<file path="config.mk">
export PLATFORM = sky130hd
export DESIGN_NAME = mem_arbiter
export DESIGN_NICKNAME = d
export VERILOG_FILES = /design/src/rtl/mem_arbiter.sv
export SDC_FILE = /design/constraint.sdc
export NUM_CORES = 1
export LEC_CHECK = 0
export ABC_AREA = 1
export BUFFER_PORTS_ARGS = -buffer_cell sky130_fd_sc_hd__buf_2
export CAP_MARGIN = 20
export CORE_AREA = 4 4 106 108
export DETAILED_ROUTE_END_ITERATION = 10
export DIE_AREA = 0 0 110 112
export PLACE_DENSITY = 0.88
export SETUP_SLACK_MARGIN = 0.2
export SLEW_MARGIN = 10
export SYNTH_ARGS = -nofsm -noshare
export SYNTH_HDL_FRONTEND = slang
export SYNTH_SLANG_ARGS = --single-unit
</file>
<file path="constraint.sdc">
create_clock -name clk -period 2.6 [get_ports clk]
set_input_delay 0.13 -clock clk [delete_from_list [all_inputs] [get_ports clk]]
set_output_delay 0.13 -clock clk [all_outputs]
set_load 0.02 [all_outputs]
</file>
<file path="src/rtl/mem_arbiter.sv">
// Two-requester memory arbiter: captures the winning request and owns the memory port until mem_done.
// Define MEM_ARB_RR_EN for round-robin between simultaneous requests; otherwise A has fixed priority.
module mem_arbiter #(
  parameter int unsigned AW = 32,
  parameter int unsigned DW = 32
) (
  input  logic            clk,
  input  logic            rst,
  input  logic            a_rden,
  input  logic            a_wren,
  input  logic [AW-1:0]   a_addr,
  input  logic [DW-1:0]   a_wdata,
  input  logic [DW/8-1:0] a_wmask,
  output logic            a_done,
  input  logic            b_rden,
  input  logic            b_wren,
  input  logic [AW-1:0]   b_addr,
  input  logic [DW-1:0]   b_wdata,
  input  logic [DW/8-1:0] b_wmask,
  output logic            b_done,
  output logic [DW-1:0]   rdata,
  output logic            mem_rden,
  output logic            mem_wren,
  output logic [AW-1:0]   mem_addr,
  output logic [DW-1:0]   mem_wdata,
  output logic [DW/8-1:0] mem_wmask,
  input  logic            mem_done,
  input  logic [DW-1:0]   mem_rdata
);

  localparam int unsigned MW = DW / 8;

  typedef enum logic [1:0] {
    IDLE  = 2'd0,
    OWN_A = 2'd1,
    OWN_B = 2'd2
  } state_e;

  state_e          state_q, state_d;
  logic            op_wr_q;
  logic            last_grant_q;   // 1 = B was granted last
  logic [AW-1:0]   addr_q;
  logic [DW-1:0]   wdata_q;
  logic [MW-1:0]   wmask_q;

  logic a_req, b_req, pick_a, pick_b;

  assign a_req = a_rden | a_wren;
  assign b_req = b_rden | b_wren;

  // Winner selection for the IDLE cycle
`ifdef MEM_ARB_RR_EN
  assign pick_b = b_req & (~a_req | ~last_grant_q);
`else
  assign pick_b = b_req & ~a_req;
`endif
  assign pick_a = a_req & ~pick_b;

  always_ff @(posedge clk) begin
    if (rst) begin
      state_q <= IDLE;
    end else begin
      state_q <= state_d;
    end
  end

  always_comb begin
    state_d = state_q;
    case (state_q)
      IDLE: begin
        if (pick_a) begin
          state_d = OWN_A;
        end else if (pick_b) begin
          state_d = OWN_B;
        end
      end
      OWN_A, OWN_B: begin
        if (mem_done) begin
          state_d = IDLE;
        end
      end
      default: state_d = IDLE;
    endcase
  end

  // Request payload is frozen at grant; later changes by the owner are ignored
  always_ff @(posedge clk) begin
    if (rst) begin
      op_wr_q      <= 1'b0;
      last_grant_q <= 1'b1;
      addr_q       <= '0;
      wdata_q      <= '0;
      wmask_q      <= '0;
    end else if (state_q == IDLE && (a_req || b_req)) begin
      op_wr_q      <= pick_b ? b_wren : a_wren;
      last_grant_q <= pick_b;
      addr_q       <= pick_b ? b_addr : a_addr;
      wdata_q      <= pick_b ? b_wdata : a_wdata;
      wmask_q      <= pick_b ? b_wmask : a_wmask;
    end
  end

  // Done is suppressed under reset so an abandoned transaction never completes
  always_comb begin
    mem_rden  = 1'b0;
    mem_wren  = 1'b0;
    a_done    = 1'b0;
    b_done    = 1'b0;
    rdata     = mem_rdata;
    mem_addr  = addr_q;
    mem_wdata = wdata_q;
    mem_wmask = wmask_q;
    if (state_q == OWN_A || state_q == OWN_B) begin
      mem_rden = ~op_wr_q;
      mem_wren = op_wr_q;
    end
    if (state_q == OWN_A) begin
      a_done = mem_done & ~rst;
    end
    if (state_q == OWN_B) begin
      b_done = mem_done & ~rst;
    end
  end

endmodule

</file>
# After elaboration in Yosys (flattened, before gate mapping)
# Cells that the tools add are included.
# Widths: inputs -> output; s select.
dict set report word_totals {
  register_bits 71
  input_bits 175
  output_inout_bits 104
  elab_cells 36
}
dict set report op_classes {
  eq_ne 4
  mux 12
  n_bitwise 9
  n_reduce_logical 6
}
# cell n
set ops {}
lappend ops {{$mux 32} 2}
lappend ops {{$mux 2} 3}
lappend ops {{$mux 1} 5}
lappend ops {{$mux 4} 1}
lappend ops {{$not 1->1} 4}
lappend ops {{$pmux 2 s2} 1}
lappend ops {{$and 1x1->1} 3}
lappend ops {{$ne 3x3->1 const B} 1}
lappend ops {{$eq 2x1->1 const B} 1}
lappend ops {{$eq 2x2->1 const B} 1}
lappend ops {{$logic_not 2->1} 1}
lappend ops {{$logic_or 1x1->1} 2}
lappend ops {{$ne 2x2->1 const B} 1}
lappend ops {{$or 1x1->1} 2}
lappend ops {{$reduce_and 2->1} 1}
lappend ops {{$reduce_or 2->1} 1}
lappend ops {{$logic_and 1x1->1} 1}

# Longest topological paths before layout
# Gate-level depths: netlist of run 1.
dict set report logic_depth {
  depth_word 7
  mapped_depth 9
  ltp_nobuf 7
}

# Least setup slack after synthesis of run 1
# OpenSTA, ideal clock, no wires.
dict set report synth_path {
  path_type {flip-flop to flip-flop}
  startpoint {reg state_q[0]}
  endpoint {reg wdata_q[15], in the netlist mem_wdata[15]}
  setup_time_ns 0.109
  arrival_ns 1.128
  required_ns 2.491
  setup_slack_ns 1.364
  path_stages_with_launch 10
  n_path_buf 2
  period_less_slack_ns 1.236
  path_cell_list {dfxtp_1 -> inv_1 -> ha_1 -> nand2_4 -> inv_2 -> buf_6 -> buf_6 -> nand3_1 -> nand2_1 -> inv_1}
}
dict set report synth_between {
  elab_chain_cells 2
}
# item line
set synth_lines {}
lappend synth_lines {{start, declared} 39} ;# state_e state_q, state_d;
lappend synth_lines {{start signal, assigned} 63} ;# state_q <= state_d;
lappend synth_lines {{$logic_not 2->1} 94} ;# end else if (state_q == IDLE && (a_req || b_req)) begin
lappend synth_lines {{$logic_and 1x1->1} 94}
lappend synth_lines {{end signal, assigned} 98} ;# wdata_q <= pick_b ? b_wdata : a_wdata;
lappend synth_lines {{end, declared} 43} ;# logic [DW-1:0] wdata_q;
# Every way passes these cells.
# A chain may end at the register's enable or synchronous reset.

# Worst setup path after layout of run 1
dict set report layout_path {
  startpoint {reg state_q[0]}
  endpoint {reg addr_q[16], in the netlist mem_addr[16]}
}
dict set report layout_between {
  elab_chain_cells 2
}
# item line
set layout_lines {}
lappend layout_lines {{$logic_not 2->1} 94}
lappend layout_lines {{$logic_and 1x1->1} 94}
lappend layout_lines {{end signal, assigned} 97} ;# addr_q <= pick_b ? b_addr : a_addr;
lappend layout_lines {{end, declared} 42} ;# logic [AW-1:0] addr_q;
# Every way passes these cells.

==> flow_summary.json, run 1 <==
{
  "status": "complete, no violations",
  "postCtsResizedCells": 0,
  "syn_nets": 831,
  "path_common_cell": "inv_1",
  "yosysMostFrequentCell": "nand2_1",
  "synthTopCellsByCount": "nand2_1 (215), inv_1 (144), dfxtp_1 (71)",
  "die-area_um2": 12300,
  "end_kind": "flop",
  "numPortBuffers": 214,
  "syn_inst": 653,
  "crit_family": "buffers and inverters",
  "synth_xor_xnor_area_share_pct": 0,
  "max_stage_delay_ns": 0.41,
  "layout_min_cycle_time_ns": 1.81,
  "final_layout_size_suffix_gt1_share_pct": 29.3,
  "netlist_top_cells_area": "dfxtp_1 (35%), nand2_1 (20%), inv_1 (13%)",
  "p_sw_mw": 1.11,
  "pwr-share-clk_pct": 30.0,
  "grt_pass1_wl_mm": 16.3,
  "post-cts-setup-buffers": 0,
  "antenna_found_initial": 1,
  "required_ns": 2.83,
  "vias": 4179,
  "postRouteAntennaNets": 0,
  "synth_top_cell_by_area": "dfxtp_1",
  "max_freq_ghz": 0.554,
  "synth-edff-count": 0,
  "htree_levels": 3,
  "skew_ns": 0.0114,
  "diodes": 0,
  "critPathKind": "flop to flop",
  "critPathBufInv": 3,
  "post_drt_wl_per_cell_um": 11.2,
  "finalSetupTns_ns": 0,
  "timing.hold.ws_ns": 0.0872,
  "async_flop_share_pct": 0,
  "worstSetupStartpointType": "flop",
  "clock_latency_ns": 0.34,
  "numCtsBuffers": 9,
  "rsz0062_at_grt": "false",
  "rows": 37,
  "synth_top_family_by_area": "simple AND/OR/NAND/NOR gates",
  "cts_root_buffer": "clkbuf_8",
  "power_density_nw_per_um2": 643,
  "intPower_mw": 2.19,
  "drt-initial-drc-count": 181,
  "seq_power_share_pct": 39.7,
  "final_area_um2": 5130,
  "syn_avg_cell_area_um2": 6.18,
  "hold_path_class": "input pin to flop",
  "grt_max_degree": 42,
  "combPwrFrac_pct": 30.4,
  "netlist_area_um2": 4040,
  "critPathMaxFanout": 37,
  "peakVddDrop_mv": 0.330,
  "period_share_pct": 69.5,
  "gp_congestion": 0.812,
  "firstDrtPassIters": 5,
  "cp.arrival_ns": 2.04,
  "die_h_um": 112,
  "place_area_um2": 4900,
  "synth-simple-area-share_pct": 30.1,
  "synth_fa_ha_area_share_pct": 0.930,
  "drc": 0,
  "grt_pass1_vias": 3809,
  "clkTransAtPathRegs_ns": 0.08,
  "start_util_pct": 39.4,
  "crit_path_top_delay_cell": "buf_4",
  "synth-seq-cells": 71,
  "p_leak_nw": 3.23,
  "swShare_pct": 33.6,
  "grt_overflow_total": 0,
  "dp.cells": 942,
  "hold_violations": 0,
  "ys.flop_type": "dfxtp_1",
  "yosysWarnings": 0,
  "muxShareOfSynthArea_pct": 0,
  "final_nets": 995,
  "vias_per_cell": 4.36,
  "core_um2": 10200,
  "final_cells": 958,
  "area_growth_pct": 27.1,
  "ys_types": 19,
  "wl_mm": 10.7,
  "synth-compound-area-share_pct": 9.21,
  "tightest_slew_ns": 0.753,
  "cts_buffer_depth": 2,
  "cap_viol_max_count": 0,
  "io_pins": 279,
  "fp.dieW_um": 110,
  "crit_chain": "inv_1 -> ha_1 -> nand2_4 -> buf_4 -> a21oi_1 -> nand2_1 -> inv_1",
  "cts_tree": "done",
  "setup_viol": 0,
  "relSlewSlack_pct": 49.6,
  "netlist.area_leader.share_pct": 35.2,
  "seq_area_frac_synth_pct": 35.2,
  "slew_violations": 0,
  "hpwlAfterDp_mm": 8.28,
  "clock-sinks": 71,
  "grt_usage_pct": 16.4,
  "postCtsHoldBufs": 0
}
==> layer usage <==
metal	vias to the layer above	global-route usage (%)	wire, um
li1	2236	-	-
met1	1770	16.9	4230
met2	149	31.0	5360
met3	22	4.81	898
met4	2	5.24	187
met5	-	0	13
==> worst register-to-register path, stage by stage (launching register included) <==
cell	delay, ns
dfxtp_1	0.37
inv_1	0.07
ha_1	0.25
nand2_4	0.32
buf_4	0.41
a21oi_1	0.15
nand2_1	0.10
inv_1	0.03
==> sequential cells by signal, summed over array words and instances, names as in the netlist <==
signal     cells
state_q        2
mem_addr      32
mem_wmask      4
mem_wdata     32
op_wr_q        1
==> cell families after synthesis <==
family	count (synthesis)
AND/OR/NAND/NOR	293
buffers and inverters	213
AO/OA/AOI/OAI	73
flip-flops	71
adder cells (fa/ha/maj)	3
==> through the flow <==
| step | power [mW] | utilization [%] | setup WS (ns) |
|---|---|---|---|
| global route | 3.52 | 50.1 | 0.617 |
| global placement | 2.32 | 47.9 | 0.889 |
| CTS | 3.35 | 50.1 | 0.789 |
| detailed placement | 2.34 | 47.9 | 0.810 |
| finish | 3.30 | 50.1 | 0.793 |
| floorplan | 2.08 | - | 1.36 |
==> placed cells by master, fill, tap and decap left out, types with 3 or more instances in the layout <==
master    instances
nand2_1         215
buf_2           214
inv_1           144
dfxtp_1          71
a21oi_1          70
nand3_1          69
clkbuf_8         11
buf_4             6
nor2_1            3
ha_1              3
==> cell type report <==
cell class / count / area, um2
Timing Repair Buffer: 221 / 1140
Sequential cell: 71 / 1420
Tap cell: 136 / 170
Clock inverter: 3 / 65.1
Clock buffer: 13 / 159
Fill cell: 1095 / 5100
Multi-Input combinational cell: 369 / 1630
Inverter: 145 / 544
==> power by group through the flow <==
stage                     logic [mW]  clock network, mW  registers (mW)
final                           1.00              0.988            1.31
after detailed placement        1.01                  0            1.33
after CTS                       1.01               1.03            1.31
after global placement         0.994                  0            1.33
after floorplan                0.570                  0            1.51
after global routing            1.13               1.07            1.32
==> path summary, 6_finish.rpt <==
| path | from | end | slack, ns | depth (start not counted) |
|---|---|---|---|---|
| worst max register to register | state_q[0]$_SDFFE_PP0P_ | mem_addr[16]$_SDFFE_PP0P_ | 0.79 | 7 |
| worst min register to register | state_q[1]$_SDFFE_PP0P_ | state_q[1]$_SDFFE_PP0P_ | 0.51 | 2 |
| worst min-delay path | b_wdata[9] | mem_wdata[9]$_SDFFE_PP0P_ | 0.09 | 5 |
| worst max-delay path | state_q[0]$_SDFFE_PP0P_ | mem_addr[16]$_SDFFE_PP0P_ | 0.79 | 7 |
(Power assumes the default switching activity.)
==> run 2, diff against run 1 <==
==> constraint.sdc (replaced) <==
create_clock -name clk -period 1.9 [get_ports clk]
set_input_delay 0.095 -clock clk [delete_from_list [all_inputs] [get_ports clk]]
set_output_delay 0.095 -clock clk [all_outputs]
set_load 0.02 [all_outputs]
==> flow_summary.json, run 2 (synthesized netlist as in run 1, its figures left out) <==
{
  "core_um2": 10200,
  "grt_pass1_wl_mm": 16.4,
  "die_h_um": 112,
  "cp.arrival_ns": 1.75,
  "total_power_mw": 4.55,
  "slew_violations": 0,
  "end_kind": "flop",
  "worstSetupStartpointType": "flop",
  "power_density_nw_per_um2": 879,
  "hold_violations": 0,
  "final_cells": 959,
  "peakVddDrop_mv": 0.357,
  "layout_common_cells": "nand2_1 (215), buf_2 (214), inv_1 (144)",
  "cts_buffer_depth": 2,
  "fp.dieW_um": 110,
  "final_nets": 996,
  "postCtsHoldBufs": 0,
  "grt_pass1_vias": 3766,
  "antenna_found_initial": 0,
  "required_ns": 2.13,
  "max_freq_ghz": 0.661,
  "postRouteAntennaNets": 0,
  "status": "complete, no violations",
  "wl_mm": 11.2,
  "diodes": 0,
  "critPathMaxFanout": 34,
  "rows": 37,
  "firstDrtPassIters": 5,
  "grt_overflow_total": 0,
  "post_drt_wl_per_cell_um": 11.6,
  "post-cts-setup-buffers": 0,
  "vias_per_cell": 4.43,
  "clock_latency_ns": 0.34,
  "layout_min_cycle_time_ns": 1.51,
  "critPathKind": "flop to flop",
  "timing.hold.ws_ns": 0.0469,
  "drc": 0,
  "cts_root_buffer": "clkbuf_8",
  "grt_usage_pct": 16.8,
  "clock-sinks": 71,
  "setup_viol": 0,
  "cts_tree": "done",
  "vias": 4251,
  "finalSetupTns_ns": 0,
  "tightest_slew_ns": 0.841,
  "grt_max_degree": 70,
  "clkTransAtPathRegs_ns": 0.09,
  "start_util_pct": 39.4,
  "layout_commonest_cell": "nand2_1",
  "p_leak_nw": 3.25,
  "cap_viol_max_count": 0,
  "numCtsBuffers": 9,
  "rsz0062_at_grt": "false",
  "final_layout_size_suffix_gt1_share_pct": 29.5,
  "die-area_um2": 12300,
  "gp_congestion": 0.840,
  "relSlewSlack_pct": 43.7,
  "io_pins": 279,
  "numPortBuffers": 214,
  "drt-initial-drc-count": 227,
  "hpwlAfterDp_mm": 8.18,
  "htree_levels": 3,
  "dp.cells": 942,
  "skew_ns": 0.0120,
  "hold_path_class": "input pin to flop",
  "period_share_pct": 79.6,
  "area_growth_pct": 28.3
}
## run 2: cell types whose count changed in the layout (fill, tap and decap cells not counted)
| cell | change |
|---|---|
| clkbuf_16 | +1 |
| clkinv_4 | +1 |
| buf_12 | +2 |
| clkbuf_1 | -1 |
| clkbuf_8 | -1 |
| clkinvlp_4 | +1 |
| buf_4 | -2 |
## run 2: layout make-up
| cell class | instances | area, um2 |
|---|---|---|
| Multi-Input combinational cell | 369 | 1630 |
| Clock inverter | 5 | 81.3 |
| Clock buffer | 11 | 141 |
| Fill cell | 1062 | 5050 |
| Inverter | 145 | 544 |
| Sequential cell | 71 | 1420 |
| Timing Repair Buffer | 222 | 1190 |
| Tap cell | 136 | 170 |
## run 2: layer usage
metal | track usage [%] | up-vias | routed length, um
met2 | 32.4 | 153 | 5670
met5 | 0 | - | 0
met1 | 16.2 | 1837 | 4370
met4 | 5.65 | 0 | 218
li1 | - | 2235 | -
met3 | 5.33 | 26 | 907
## run 2: final timing paths
check	start	to	slack, ns	depth (start not counted)
hold / removal	a_addr[17]	mem_addr[17]$_SDFFE_PP0P_	0.05	5
hold reg to reg	state_q[1]$_SDFFE_PP0P_	state_q[1]$_SDFFE_PP0P_	0.49	2
setup reg to reg	state_q[0]$_SDFFE_PP0P_	mem_addr[1]$_SDFFE_PP0P_	0.39	8
setup / recovery	state_q[0]$_SDFFE_PP0P_	mem_addr[1]$_SDFFE_PP0P_	0.39	8
## run 2: repair_timing
action	in CTS	in global routing
setup endpoints to repair	0	1
resized for setup	0	0
endpoints found under the hold margin	0	0
## run 2: worst max-delay path: stages, from the launching register on
cell	delay [ns]
dfxtp_1	0.33
inv_1	0.08
ha_1	0.23
nand2_4	0.17
inv_2	0.14
clkbuf_16	0.23
nand3_1	0.10
nand2_1	0.08
inv_1	0.03
## run 2: report_power, final
group	switching, mW	internal [mW]
Clock	0.563	0.776
Sequential	0.0968	1.69
Combinational	0.899	0.526
## run 2: metrics by stage
stage	worst slack, ns	util, %	cell area (um2)
global placement	0.344	48.2	4930
detailed placement	0.274	48.2	4930
finish	0.387	50.6	5180
global route	0.263	50.6	5180
floorplan	0.664	-	4040
CTS	0.292	50.4	5150
